[src/rtl/touch_scan_sequencer.sv]
// Capacitive-touch scan sequencer. Charges, releases and times one pad at a
// time using a single shared counter. It keeps a per-pad baseline from the
// first sweep and derives a hysteretic touched flag for each pad.
module touch_scan_sequencer #(
  parameter int NUM_PADS      = 3,
  parameter int CNT_W         = 12,
  parameter int CHARGE_CYCLES = 16,
  parameter int TIMEOUT       = 4095,
  parameter int THRESH        = 32,
  localparam int IW           = (NUM_PADS > 1) ? $clog2(NUM_PADS) : 1
) (
  input  logic                clk,
  input  logic                reset,
  input  logic                enable,
  input  logic [NUM_PADS-1:0] pad_in,
  output logic [NUM_PADS-1:0] pad_out,
  output logic [NUM_PADS-1:0] pad_oe,
  output logic [NUM_PADS-1:0] btn,
  output logic                sample_valid,
  output logic [IW-1:0]       sample_idx,
  output logic [CNT_W-1:0]    sample_count,
  output logic                calibrated
);

  localparam logic [CNT_W-1:0] CHG_LAST = CNT_W'(CHARGE_CYCLES - 1);
  localparam logic [CNT_W-1:0] TO_LAST  = CNT_W'(TIMEOUT - 1);
  localparam logic [CNT_W-1:0] TO_SAT   = CNT_W'(TIMEOUT);
  localparam logic [IW-1:0]    IDX_LAST = IW'(NUM_PADS - 1);

  typedef enum logic [1:0] {S_IDLE, S_CHARGE, S_MEASURE, S_EVAL} state_t;

  state_t               state, state_nxt;
  logic [IW-1:0]        idx;
  logic [CNT_W-1:0]     cnt;
  logic [NUM_PADS-1:0]  sync_p0, sync_p1;
  logic [NUM_PADS-1:0]  sel;
  logic [CNT_W-1:0]     baseline [NUM_PADS];

  // Touch decision with hysteresis; sums are widened by one bit so a
  // baseline near full scale cannot wrap the threshold.
  function automatic logic hyst_next(input logic [CNT_W-1:0] s,
                                     input logic [CNT_W-1:0] b,
                                     input logic             cur);
    logic [CNT_W:0] on_lvl, off_lvl, s_w;
    s_w     = {1'b0, s};
    on_lvl  = {1'b0, b} + (CNT_W+1)'(THRESH);
    off_lvl = {1'b0, b} + (CNT_W+1)'(THRESH / 2);
    if (s_w >= on_lvl)      return 1'b1;
    else if (s_w < off_lvl) return 1'b0;
    else                    return cur;
  endfunction

  assign sel = NUM_PADS'(1) << idx;

  // Two-flop synchroniser for the asynchronous pad levels, runs in all states.
  always_ff @(posedge clk) begin
    if (reset) begin
      sync_p0 <= '0;
      sync_p1 <= '0;
    end else begin
      sync_p0 <= pad_in;
      sync_p1 <= sync_p0;
    end
  end

  // FSM state register.
  always_ff @(posedge clk) begin
    if (reset) state <= S_IDLE;
    else       state <= state_nxt;
  end

  // Next-state and pad drive; only the selected pad is ever released.
  always_comb begin
    state_nxt    = state;
    pad_out      = '0;
    pad_oe       = '0;
    sample_valid = 1'b0;
    case (state)
      S_IDLE: begin
        if (enable) state_nxt = S_CHARGE;
      end
      S_CHARGE: begin
        pad_oe  = '1;
        pad_out = sel;
        if (cnt == CHG_LAST) state_nxt = S_MEASURE;
      end
      S_MEASURE: begin
        pad_oe = ~sel;
        if (!sync_p1[idx] || cnt == TO_LAST) state_nxt = S_EVAL;
      end
      S_EVAL: begin
        pad_oe       = '1;
        sample_valid = 1'b1;
        state_nxt    = enable ? S_CHARGE : S_IDLE;
      end
      default: state_nxt = S_IDLE;
    endcase
  end

  // Shared counter, sample capture, baselines, touch flags and pad index.
  always_ff @(posedge clk) begin
    if (reset) begin
      idx          <= '0;
      cnt          <= '0;
      btn          <= '0;
      sample_idx   <= '0;
      sample_count <= '0;
      calibrated   <= 1'b0;
      for (int i = 0; i < NUM_PADS; i++) baseline[i] <= '0;
    end else begin
      case (state)
        S_IDLE: cnt <= '0;
        S_CHARGE: cnt <= (cnt == CHG_LAST) ? '0 : cnt + 1'b1;
        S_MEASURE: begin
          if (!sync_p1[idx]) begin
            sample_count <= cnt;
            sample_idx   <= idx;
            cnt          <= '0;
          end else if (cnt == TO_LAST) begin
            sample_count <= TO_SAT;
            sample_idx   <= idx;
            cnt          <= '0;
          end else begin
            cnt <= cnt + 1'b1;
          end
        end
        S_EVAL: begin
          if (!calibrated) baseline[idx] <= sample_count;
          else             btn[idx] <= hyst_next(sample_count, baseline[idx], btn[idx]);
          if (idx == IDX_LAST) begin
            calibrated <= 1'b1;
            idx        <= '0;
          end else begin
            idx <= idx + 1'b1;
          end
        end
        default: cnt <= '0;
      endcase
    end
  end

endmodule
[config.mk]
export PLATFORM = sky130hd
export DESIGN_NAME = touch_scan_sequencer
export DESIGN_NICKNAME = d
export VERILOG_FILES = /design/src/rtl/touch_scan_sequencer.sv
export SDC_FILE = /design/constraint.sdc
export NUM_CORES = 1
export LEC_CHECK = 0
export CAP_MARGIN = 15
export CORE_MARGIN = 2
export CORE_UTILIZATION = 50
export DETAILED_ROUTE_END_ITERATION = 6
export PLACE_DENSITY = 0.66
export RECOVER_POWER = 25
export SLEW_MARGIN = 20
export SYNTH_ARGS = -nofsm -noshare
export SYNTH_HDL_FRONTEND = slang
export SYNTH_SLANG_ARGS = --single-unit
[constraint.sdc]
create_clock -name clk -period 3.7 [get_ports clk]
set_input_delay 0.37 -clock clk [delete_from_list [all_inputs] [get_ports clk]]
set_output_delay 0.37 -clock clk [all_outputs]
set_load 0.01 [all_outputs]
# == Yosys cells after proc, flatten, opt, wreduce, memory -nomap -nowiden ==
# Memory sizes are Yosys's and may differ from the RTL's. A register that Yosys moved wholly into a read port is not among the register bits.
# Cells that the tools add are included.
# word_totals
elab_cells,81
ram_bits,36
out_inout_bits,25
ff_bits,40
mem_count,1
# classes
addsub,4
muxes,40
shift,1
n_eq_ne,10
order_cmp,4
reduce_logical,11
bitwise,1
# memory_table
memory,depth,word_bits,rd,rd_ports_with_merged_regs,write_ports,line_no,source
baseline,3,12,1,1,3,37,logic [CNT_W-1:0] baseline [NUM_PADS];
# op_table
op,count
two-way mux 12 bit,6
one-hot mux 12 bit (3 select lines),1
two-way mux 2 bit,9
two-way mux 1 bit,17
"adder 12 x 5 -> 13 bit, second input constant",1
"adder 12 x 6 -> 13 bit, second input constant",1
greater-or-equal comparator 12 x 13 -> 1 bit,1
less-than comparator 12 x 13 -> 1 bit,1
"adder 12 x 1 -> 12 bit, second input constant",1
"== test 12 bit, second input constant",1
"== test 12 x 4 -> 1 bit, second input constant",1
OR reduction 12 bit,1
one-hot mux 2 bit (4 select lines),1
"== test 2 bit, second input constant",3
"!= test 2 bit, second input constant",3
one-hot mux 3 bit (2 select lines),1
AND reduction 2 bit,3
binary-select mux 1 bit (select 2 bit),2
bitwise mux 3 bit,1
"less-than comparator 2 x 3 -> 1 bit, second input constant",1
two-way mux 3 bit,1
inverter 3 bit,1
AND reduction 3 bit,1
nonzero test 3 bit,1
11 further kinds,11

# == Longest topological paths before layout ==
# Gate-level depths: netlist of the first run.
# logic_depth
ltp_word,8
mapped_depth,12
depth_no_buf,11

# == Worst setup path before layout of the first run ==
# Ideal clock, no wire load.
# synth_timing
path_kind,register to register
start,reg with a tool-made name
end,reg btn[1]
stages_incl_launch_ff,13
path_slack_ns,0.493
t_arrival_ns,3.119
path_buffers,1
setup_time_ns,0.088
required_ns,3.612
cell_sequence,dfxtp_1 -> buf_6 -> mux4_2 -> ha_1 -> nand2_1 -> nor2_1 -> xnor2_1 -> ha_1 -> nand3_1 -> or4_1 -> o211a_1 -> o32a_1 -> a311oi_2
# synth_rtl
element,line_no,source
end signal: indexed assignment,129,"else btn[idx] <= hyst_next(sample_count, baseline[idx], btn[idx]);"
end: declaration,18,"output logic [NUM_PADS-1:0] btn,"

==> impl_metrics.json, run 1 <==
{
  "min_path_type": "reg2reg",
  "cts_made_buffers": 9,
  "area_delta_synth_final_pct": 13.1,
  "arrival_ns": 3.70,
  "drt_first_pass_iters": 4,
  "drive_gt1_share_pct": 8.80,
  "clock_latency_ns": 0.36,
  "cts_root_buf": "clkbuf_8",
  "async_flop_share_pct": 0,
  "synth_top_cell_by_area": "edfxtp_1",
  "synth_area_leaders": "edfxtp_1 32%, dfxtp_1 19%, ha_1 8.4%, and2_1 5.2%, nor2_1 5.0%",
  "ant_nets": 0,
  "drc": 0,
  "leakagePower_nw": 1.90,
  "synth.cell_area_mm2": 0.00447,
  "routed_via_density": 5.54,
  "cts_buffer_depth": 2,
  "period_minus_slack_ns": 3.45,
  "h-tree-depth": 3,
  "yosysWarningCount": 0,
  "synth_ff_type": "edfxtp_1",
  "status": "complete, no violations",
  "netlist_top_cells_count": "60 x nor2_1, 48 x edfxtp_1, 42 x dfxtp_1, 37 x and2_1, 30 x ha_1",
  "setup_viol": 0,
  "boundaryPins": 31,
  "crit_fanout": 7,
  "final_cell_count_no_fill": 551,
  "timing.fmax_mhz": 290,
  "gp_congestion": 0.827,
  "core_mm2": 0.00868,
  "placed_cell_area_mm2": 0.00489,
  "io_buffers": 30,
  "cap_violations": 0,
  "grt_pass1_wl_mm": 15.4,
  "hpwl_mm": 6.91,
  "ys_seq_elements": 90,
  "design_area_mm2": 0.00506,
  "synth_seq_area_share_pct": 51.0,
  "final.setup.tns_ns": 0,
  "rsz0062_at_grt": "no",
  "synth.distinct_cells": 45,
  "die_w_um": 98.6,
  "cts_hold_buf": 0,
  "synth.most_common_cell": "nor2_1",
  "critPathKind": "reg2reg",
  "hold_viol_final": 0,
  "grt-ovfl-total": 0,
  "grt_pass1_vias": 3055,
  "track_usage_pct": 20.1,
  "drtIter0Drc": 196,
  "die_h_um": 98.6,
  "fillCellCount": 755,
  "synth_area_per_cell_um2": 11.0,
  "peakVddDrop_mv": 0.372,
  "finalCritPeriodShare_pct": 93.2,
  "cp-start-kind": "flip-flop",
  "grt_max_degree": 34,
  "cts_tree": "built",
  "maxSlewViolCount": 0,
  "wl_per_cell_um": 16.9,
  "cp.required_ns": 3.96,
  "syn-num-nets": 443,
  "path_clk_slew_ns": 0.08,
  "relSlewSlack_pct": 64.0,
  "die_area_mm2": 0.00972,
  "crit_path_end_kind": "flip-flop",
  "vias": 3054,
  "synthCells": 407,
  "placed_cells": 535,
  "start_util_pct": 51.5,
  "synth-edff-count": 48,
  "rows": 34,
  "fin_nets": 474,
  "cts_sinks": 90,
  "antenna_found_initial": 0,
  "drt_wl_total_mm": 9.29,
  "worstMarginPinSlew_ns": 0.539,
  "num_antenna_cells": 0,
  "synth_top_area_share_pct": 32.2,
  "fin_skew_ns": 0.0174,
  "powerDensity_mw_per_mm2": 542
}
[critical path, stage by stage, from the launching register on]
cell      delay, ns
dfxtp_2        0.46
mux4_1         0.72
and2_1         0.25
nand2_1        0.08
nor2_1         0.06
xnor2_1        0.12
ha_1           0.30
nand3_1        0.10
or4_1          0.51
o211a_1        0.13
o32a_1         0.36
a311oi_2       0.28
[kinds of logic after synthesis]
| family | synth area share [%] |
|---|---|
| compound gates | 5.93 |
| xor+xnor | 4.31 |
| fa+ha+maj | 8.39 |
| buf+inv | 3.08 |
| flops | 51.0 |
| mux | 7.92 |
| simple gates | 19.4 |
[power by group]
part | switching, mW | total (mW) | internal, mW
sequential | 0.155 | 1.30 | 1.15
clock | 0.340 | 0.584 | 0.244
combinational | 0.449 | 0.856 | 0.407
total | 0.944 | 2.74 | 1.80
[stage by stage]
stage / util [%] / hold WS [ns] / total power, mW / setup WS, ns
after floorplan: - / 0.414 / 1.84 / 0.493
after global placement: 56.4 / 0.423 / 2.16 / 0.250
after detailed placement: 56.4 / 0.435 / 2.19 / 0.0983
after CTS: 58.3 / 0.455 / 2.77 / 0.0779
after global routing: 58.3 / 0.471 / 2.91 / 0.0310
final: 58.3 / 0.447 / 2.74 / 0.252
[metal layers]
layer | share of wire [%] | GRT usage [%]
met5 | 0 | 0
met4 | 1.5 | 7.17
met3 | 3.1 | 2.77
met2 | 51 | 34.3
met1 | 45 | 26.5
[state kept, by name (all words and copies together), names as in the netlist, 2 cells and up, named ones only]
name	flops
baseline	48
btn	3
cnt	12
idx	2
sample_count	12
sample_idx	2
state	2
sync_p0	3
sync_p1	3
[cell type report]
type                       count  area [µm²]  area share [%]
tap                          108         135            2.67
clock inverter                 6        41.3           0.816
inverter                      16        60.1            1.19
sequential                    90        2280            45.2
clock buffer                  10         128            2.52
timing repair buffer          38         357            7.05
multi-input combinational    283        2050            40.6
[placed cells by master (no fill, tap or decap), types with 11 or more instances in the layout]
master	instances
dfxtp_1	41
a21oi_1	11
ha_1	30
xor2_1	15
edfxtp_1	48
inv_1	16
nand2_1	23
nor2_1	60
and2_1	33
nor3_1	17
clkdlybuf4s50_1	22
[worst paths after layout]
path,depth (start not counted),endpoint,from,slack [ns]
hold / removal,1,sync_p1[1],sync_p0[1],0.45
setup reg to reg,11,btn[1],flip-flop,0.25
setup / recovery,11,btn[1],flip-flop,0.25
hold reg to reg,1,sync_p1[1],sync_p0[1],0.45
[repair_timing]
action,CTS,global route
buffers inserted,0,0
hold endpoints to repair,0,0
resized for setup,0,1
endpoints found under the setup margin,0,3
Note: power is estimated with default switching activity, not from simulation.
==> run 2: changes to the inputs <==
Settings changed: ABC_AREA from default to 0.
==> results of run 2 <==
Same layout as run 1: the final DEF is identical, and so are final timing and power.
